$ cat config.mk
export PLATFORM = sky130hd
export DESIGN_NAME = sumador_restador_serial
export DESIGN_NICKNAME = d
export VERILOG_FILES = /design/src/rtl/sumador_restador_serial.sv
export SDC_FILE = /design/constraint.sdc
export NUM_CORES = 1
export LEC_CHECK = 0
export CAP_MARGIN = 20
export CORE_ASPECT_RATIO = 1.75
export CORE_MARGIN = 8
export CORE_UTILIZATION = 53
export CTS_BUF_LIST = sky130_fd_sc_hd__clkbuf_8
export CTS_CLUSTER_DIAMETER = 30
export DETAILED_ROUTE_END_ITERATION = 16
export HOLD_SLACK_MARGIN = 0.15
export MAX_ROUTING_LAYER = met4
export PLACE_DENSITY = 0.81
export SLEW_MARGIN = 20
export SYNTH_ARGS = -nofsm -noshare
export SYNTH_HDL_FRONTEND = slang
export SYNTH_SLANG_ARGS = --single-unit
$ cat constraint.sdc
create_clock -name inclk -period 3.8 [get_ports inclk]
set_input_delay 0.76 -clock inclk [delete_from_list [all_inputs] [get_ports inclk]]
set_output_delay 0.76 -clock inclk [all_outputs]
set_load 0.02 [all_outputs]
$ cat src/rtl/sumador_restador_serial.sv
// Multi-cycle two's-complement adder/subtractor that sums CHUNK bits per clock.
// Optional feature: define SUMADOR_SATURATE_EN to clamp the result on signed overflow.
module sumador_restador_serial #(
  parameter int WIDTH = 16,
  parameter int CHUNK = 4
) (
  input  logic             inclk,
  input  logic             inrst_n,
  input  logic             instart,
  input  logic             insub,
  input  logic [WIDTH-1:0] ina,
  input  logic [WIDTH-1:0] inb,
  output logic             outbusy,
  output logic             outdone,
  output logic [WIDTH-1:0] outs,
  output logic             outcarry,
  output logic             outoverflow,
  output logic             outzero
);

  localparam int N  = WIDTH / CHUNK;
  localparam int CW = (N > 1) ? $clog2(N) : 1;

  localparam logic [CW-1:0]    LAST_CHUNK = CW'(N - 1);
  localparam logic [WIDTH-1:0] CHUNK_MASK = WIDTH'({CHUNK{1'b1}});
  localparam logic [WIDTH-1:0] MAX_POS    = {1'b0, {(WIDTH-1){1'b1}}};
  localparam logic [WIDTH-1:0] MIN_NEG    = {1'b1, {(WIDTH-1){1'b0}}};

  localparam logic [0:0] ST_IDLE = 1'b0;
  localparam logic [0:0] ST_RUN  = 1'b1;

  logic [0:0]       state;
  logic [CW-1:0]    cnt;
  logic             carry;
  logic [WIDTH-1:0] op_a;
  logic [WIDTH-1:0] op_b;
  logic [WIDTH-1:0] result;

  logic [31:0]      shamt;
  logic [CHUNK-1:0] chunk_a;
  logic [CHUNK-1:0] chunk_b;
  logic [CHUNK:0]   chunk_sum;
  logic             msb_cin;
  logic             final_ovf;
  logic [WIDTH-1:0] next_result;
  logic [WIDTH-1:0] final_s;

  assign outbusy = (state == ST_RUN);

  // One ripple slice; the chunk is picked by shifting so the slice
  // position follows the counter without a wide mux tree per bit.
  // NOTE: every signal written here gets a value first, so no latch can be inferred.
  always_comb begin
    shamt       = 32'(cnt) * 32'(CHUNK);
    chunk_a     = CHUNK'(op_a >> shamt);
    chunk_b     = CHUNK'(op_b >> shamt);
    chunk_sum   = {1'b0, chunk_a} + {1'b0, chunk_b} + {{CHUNK{1'b0}}, carry};
    // Carry into the MSB recovered from the MSB sum bit of the top slice.
    msb_cin     = chunk_a[CHUNK-1] ^ chunk_b[CHUNK-1] ^ chunk_sum[CHUNK-1];
    final_ovf   = msb_cin ^ chunk_sum[CHUNK];
    next_result = (result & ~(CHUNK_MASK << shamt))
                | (WIDTH'(chunk_sum[CHUNK-1:0]) << shamt);
    final_s     = next_result;
`ifdef SUMADOR_SATURATE_EN
    if (final_ovf) begin
      final_s = op_a[WIDTH-1] ? MIN_NEG : MAX_POS;
    end
`else
    if (1'b0) begin
      final_s = MAX_POS & MIN_NEG;
    end
`endif
  end

  // Control state and the visible result registers.
  // NOTE: sequential state uses non-blocking assignments so all registers update together.
  always_ff @(posedge inclk) begin
    if (!inrst_n) begin
      state       <= ST_IDLE;
      cnt         <= '0;
      carry       <= 1'b0;
      outdone     <= 1'b0;
      outs        <= '0;
      outcarry    <= 1'b0;
      outoverflow <= 1'b0;
      outzero     <= 1'b0;
    end else begin
      outdone <= 1'b0;
      case (state)
        ST_IDLE: begin
          if (instart) begin
            state <= ST_RUN;
            cnt   <= '0;
            carry <= insub;
          end
        end
        ST_RUN: begin
          carry <= chunk_sum[CHUNK];
          cnt   <= cnt + CW'(1);
          if (cnt == LAST_CHUNK) begin
            state       <= ST_IDLE;
            outdone     <= 1'b1;
            outs        <= final_s;
            outcarry    <= chunk_sum[CHUNK];
            outoverflow <= final_ovf;
            outzero     <= (final_s == '0);
          end
        end
        default: state <= ST_IDLE;
      endcase
    end
  end

  // NOTE: operand and partial-result registers are not reset; they are always
  // loaded at start accept or written chunk by chunk before anything reads them.
  always_ff @(posedge inclk) begin
    if (state == ST_IDLE && instart) begin
      op_a <= ina;
      op_b <= insub ? ~inb : inb;
    end else if (state == ST_RUN) begin
      result <= next_result;
    end
  end

endmodule
==> results.tsv <==
stage	metric	value	unit
global_route	grtUsageTotal	0.163	
synth	async_flop_share	0	
synth	ys_types	33	
finish	drive_gt1_frac	0.137	
power_and_ir_drop	power.leakage	0.00140	uW
floorplan	die_h	115	um
global_route	grt_pass1_vias	2100	
cts	postCtsHoldBufs	0	
route	route.detailed.drc	0	
floorplan	core	0.00545	mm2
cts	tritoncts	done	
status	status	finished clean	
finish	antennaDiodeCount	0	
sta	rsz0062_at_grt	false	
finish	syn2layout_area_growth	30.1	%
synth	yosysSeqAreaShare	0.621	
synth	syn_area_per_cell	14.0	um2
synth	synth_area	0.00295	mm2
cts	clock_latency	0.34	ns
floorplan	start_util	0.541	
worst_setup_path	arrival	3.25	ns
floorplan	num_rows	36	
finish	ff_latch_area	0.00183	mm2
floorplan	die-width	72.4	um
route	vias_per_cell	5.35	
finish	stdcell_count	353	
floorplan	die-area	0.00830	mm2
sta	relSlewSlack	0.431	
power_and_ir_drop	peakVddDrop	308	uV
synth	ys.warnings.count	0	
finish	final_core_util	0.704	
worst_setup_path	worstSetupPathType	reg -> reg	
cts	cts-root-buf	clkbuf_8	
worst_setup_path	crit_path_max_fanout	11	
sta	finalMaxSlewViolations	0	
sta	min_period_over_period	0.779	
route	wl_per_cell	17.0	um
sta	clock_skew	0.0105	ns
global_route	grt_antenna_before_repair	0	
sta	holdWs	0.447	ns
route	detail-route-antenna-nets	0	
finish	nFillCells	387	
finish	multi_input_area	0.00101	mm2
worst_setup_path	worst_setup_path_end_kind	flip-flop	
finish	nets	317	
worst_setup_path	startpoint_type	flip-flop	
synth	ys_ff_latch	69	
sta	setup-violations-final	0	
synth	synth_nets	255	
synth	synth-edff-count	45	
cts	clk_path_buf_depth	2	
global_route	grt_start_max_net_pins	33	
power_and_ir_drop	p_per_area	477	mW/mm2
route	vias	1887	
place	dp_hpwl	4.55	mm
global_route	grt_pass1_wl	9.95	mm
place	globalplace.congestion	0.903	
cts	path_clk_slew	0.08	ns
cts	post-cts-setup-buffer-count	0	
synth	synthCells	210	
worst_setup_path	required	4.09	ns
cts	cts.sinks	69	
synth	ys_dominant_reg_cell	edfxtp_1	
route	route.final.wire_length	5.99	mm
floorplan	pin_count	57	
sta	worstMarginPinSlew	0.851	ns
cts	cts_max_level	3	
sta	layout_min_cycle_time	2.96	ns
place	dpl.cell_count	337	
sta	tns	0	ns
job	drv_cap	0	
cts	cts_buffers	9	
global_route	grt-ovfl-total	0	
finish	design_area	0.00384	mm2
route	detail_route.first_pass.iterations	4	
hold_path	min_path_type	reg -> reg	
route	drt-initial-drc-count	147	
cts	cts-resized-gates	0	
sta	max_freq	338	MHz
place	portBuffers	56	
sta	hold_viol_final	0	
place	placed_area	0.00359	mm2
==> path summary, 6_finish.rpt <==
kind | start | end | slack [ns] | depth (start not counted)
worst min-delay path | outzero$_SDFFE_PN0P_ | outzero$_SDFFE_PN0P_ | 0.45 | 2
worst max register to register | cnt[0]$_SDFFE_PN0P_ | outzero$_SDFFE_PN0P_ | 0.84 | 9
worst min register to register | outzero$_SDFFE_PN0P_ | outzero$_SDFFE_PN0P_ | 0.45 | 2
worst max-delay path | cnt[0]$_SDFFE_PN0P_ | outzero$_SDFFE_PN0P_ | 0.84 | 9
==> power breakdown <==
group | switching [uW] | internal, uW
clock network | 282 | 439
registers | 17.0 | 853
logic | 130 | 111
total | 429 | 1400
==> state kept, by name, summed over array words and instances, names as in the netlist <==
signal / cells
carry: 1
cnt: 2
op_a: 16
op_b: 16
outbusy: 1
outcarry: 1
outdone: 1
outoverflow: 1
outs: 16
outzero: 1
result: 13
==> critical path: stages, from the launching register on <==
cell and delay [ns]:
dfxtp_1 0.65, mux4_2 0.59, fa_1 0.44, inv_1 0.09, fa_1 0.20, xor2_1 0.43
nor2_1 0.08, nor4_1 0.23, nand4_1 0.13, nand2_1 0.08
==> cell type report <==
| class | count | share of cell area |
|---|---|---|
| Sequential cell | 69 | 0.477 |
| Multi-Input combinational cell | 117 | 0.265 |
| Timing Repair Buffer | 60 | 0.154 |
| Clock buffer | 9 | 0.0323 |
| Clock inverter | 7 | 0.0323 |
| Tap cell | 76 | 0.0248 |
| Inverter | 15 | 0.0147 |
==> cell usage in the layout (no fill, tap or decap), drive strengths merged, types with 10 or more instances in the layout <==
cell type	n
edfxtp	45
a22o	11
nand2	10
dfxtp	24
clkdlybuf4s50	56
xor2	19
inv	15
==> Yosys cell counts (all sizes together) (2+ instances only) <==
master,n,area [um2]
nor2b,6,37.5
buf,6,37.5
clkbuf,3,11.3
o221ai,3,45.0
a21oi,3,18.8
nand2b,9,63.8
nand4,2,12.5
mux4,8,180
a22o,11,96.3
o21ai,9,45.0
nor4,2,12.5
nor2,7,26.3
nor3,2,10.0
inv,15,56.3
mux2i,2,20.0
ha,7,87.6
dfxtp,24,480
o31ai,2,15.0
o22ai,9,56.3
nand2,10,37.5
xor2,19,174
edfxtp,45,1350
fa,2,40.0
==> through the flow <==
| stage | setup WS, ns | total power (uW) |
|---|---|---|
| floorplan | 1.15 | 1040 |
| global placement | 0.910 | 1120 |
| detailed placement | 0.856 | 1130 |
| CTS | 0.844 | 1840 |
| global route | 0.598 | 1900 |
| finish | 0.838 | 1830 |
==> layer usage <==
layer,up-vias,wire length (um),GRT usage
li1,890,-,-
met1,900,2150,0.159
met2,73,3330,0.276
met3,24,223,0.0368
met4,0,284,0.120
met5,-,0,-
==> logic make-up after synthesis <==
| family | after synthesis | synth area share |
|---|---|---|
| muxes | 10 | 0.0679 |
| and+or+nand+nor | 40 | 0.0743 |
| adders and majority gates | 9 | 0.0433 |
| xor gates and xnor gates | 19 | 0.0590 |
| DFF | 69 | 0.621 |
| buffers and inverters | 24 | 0.0356 |
| AOI/OAI and AO/OA | 39 | 0.0989 |
No activity file was read; power rests on OpenSTA's default activity.
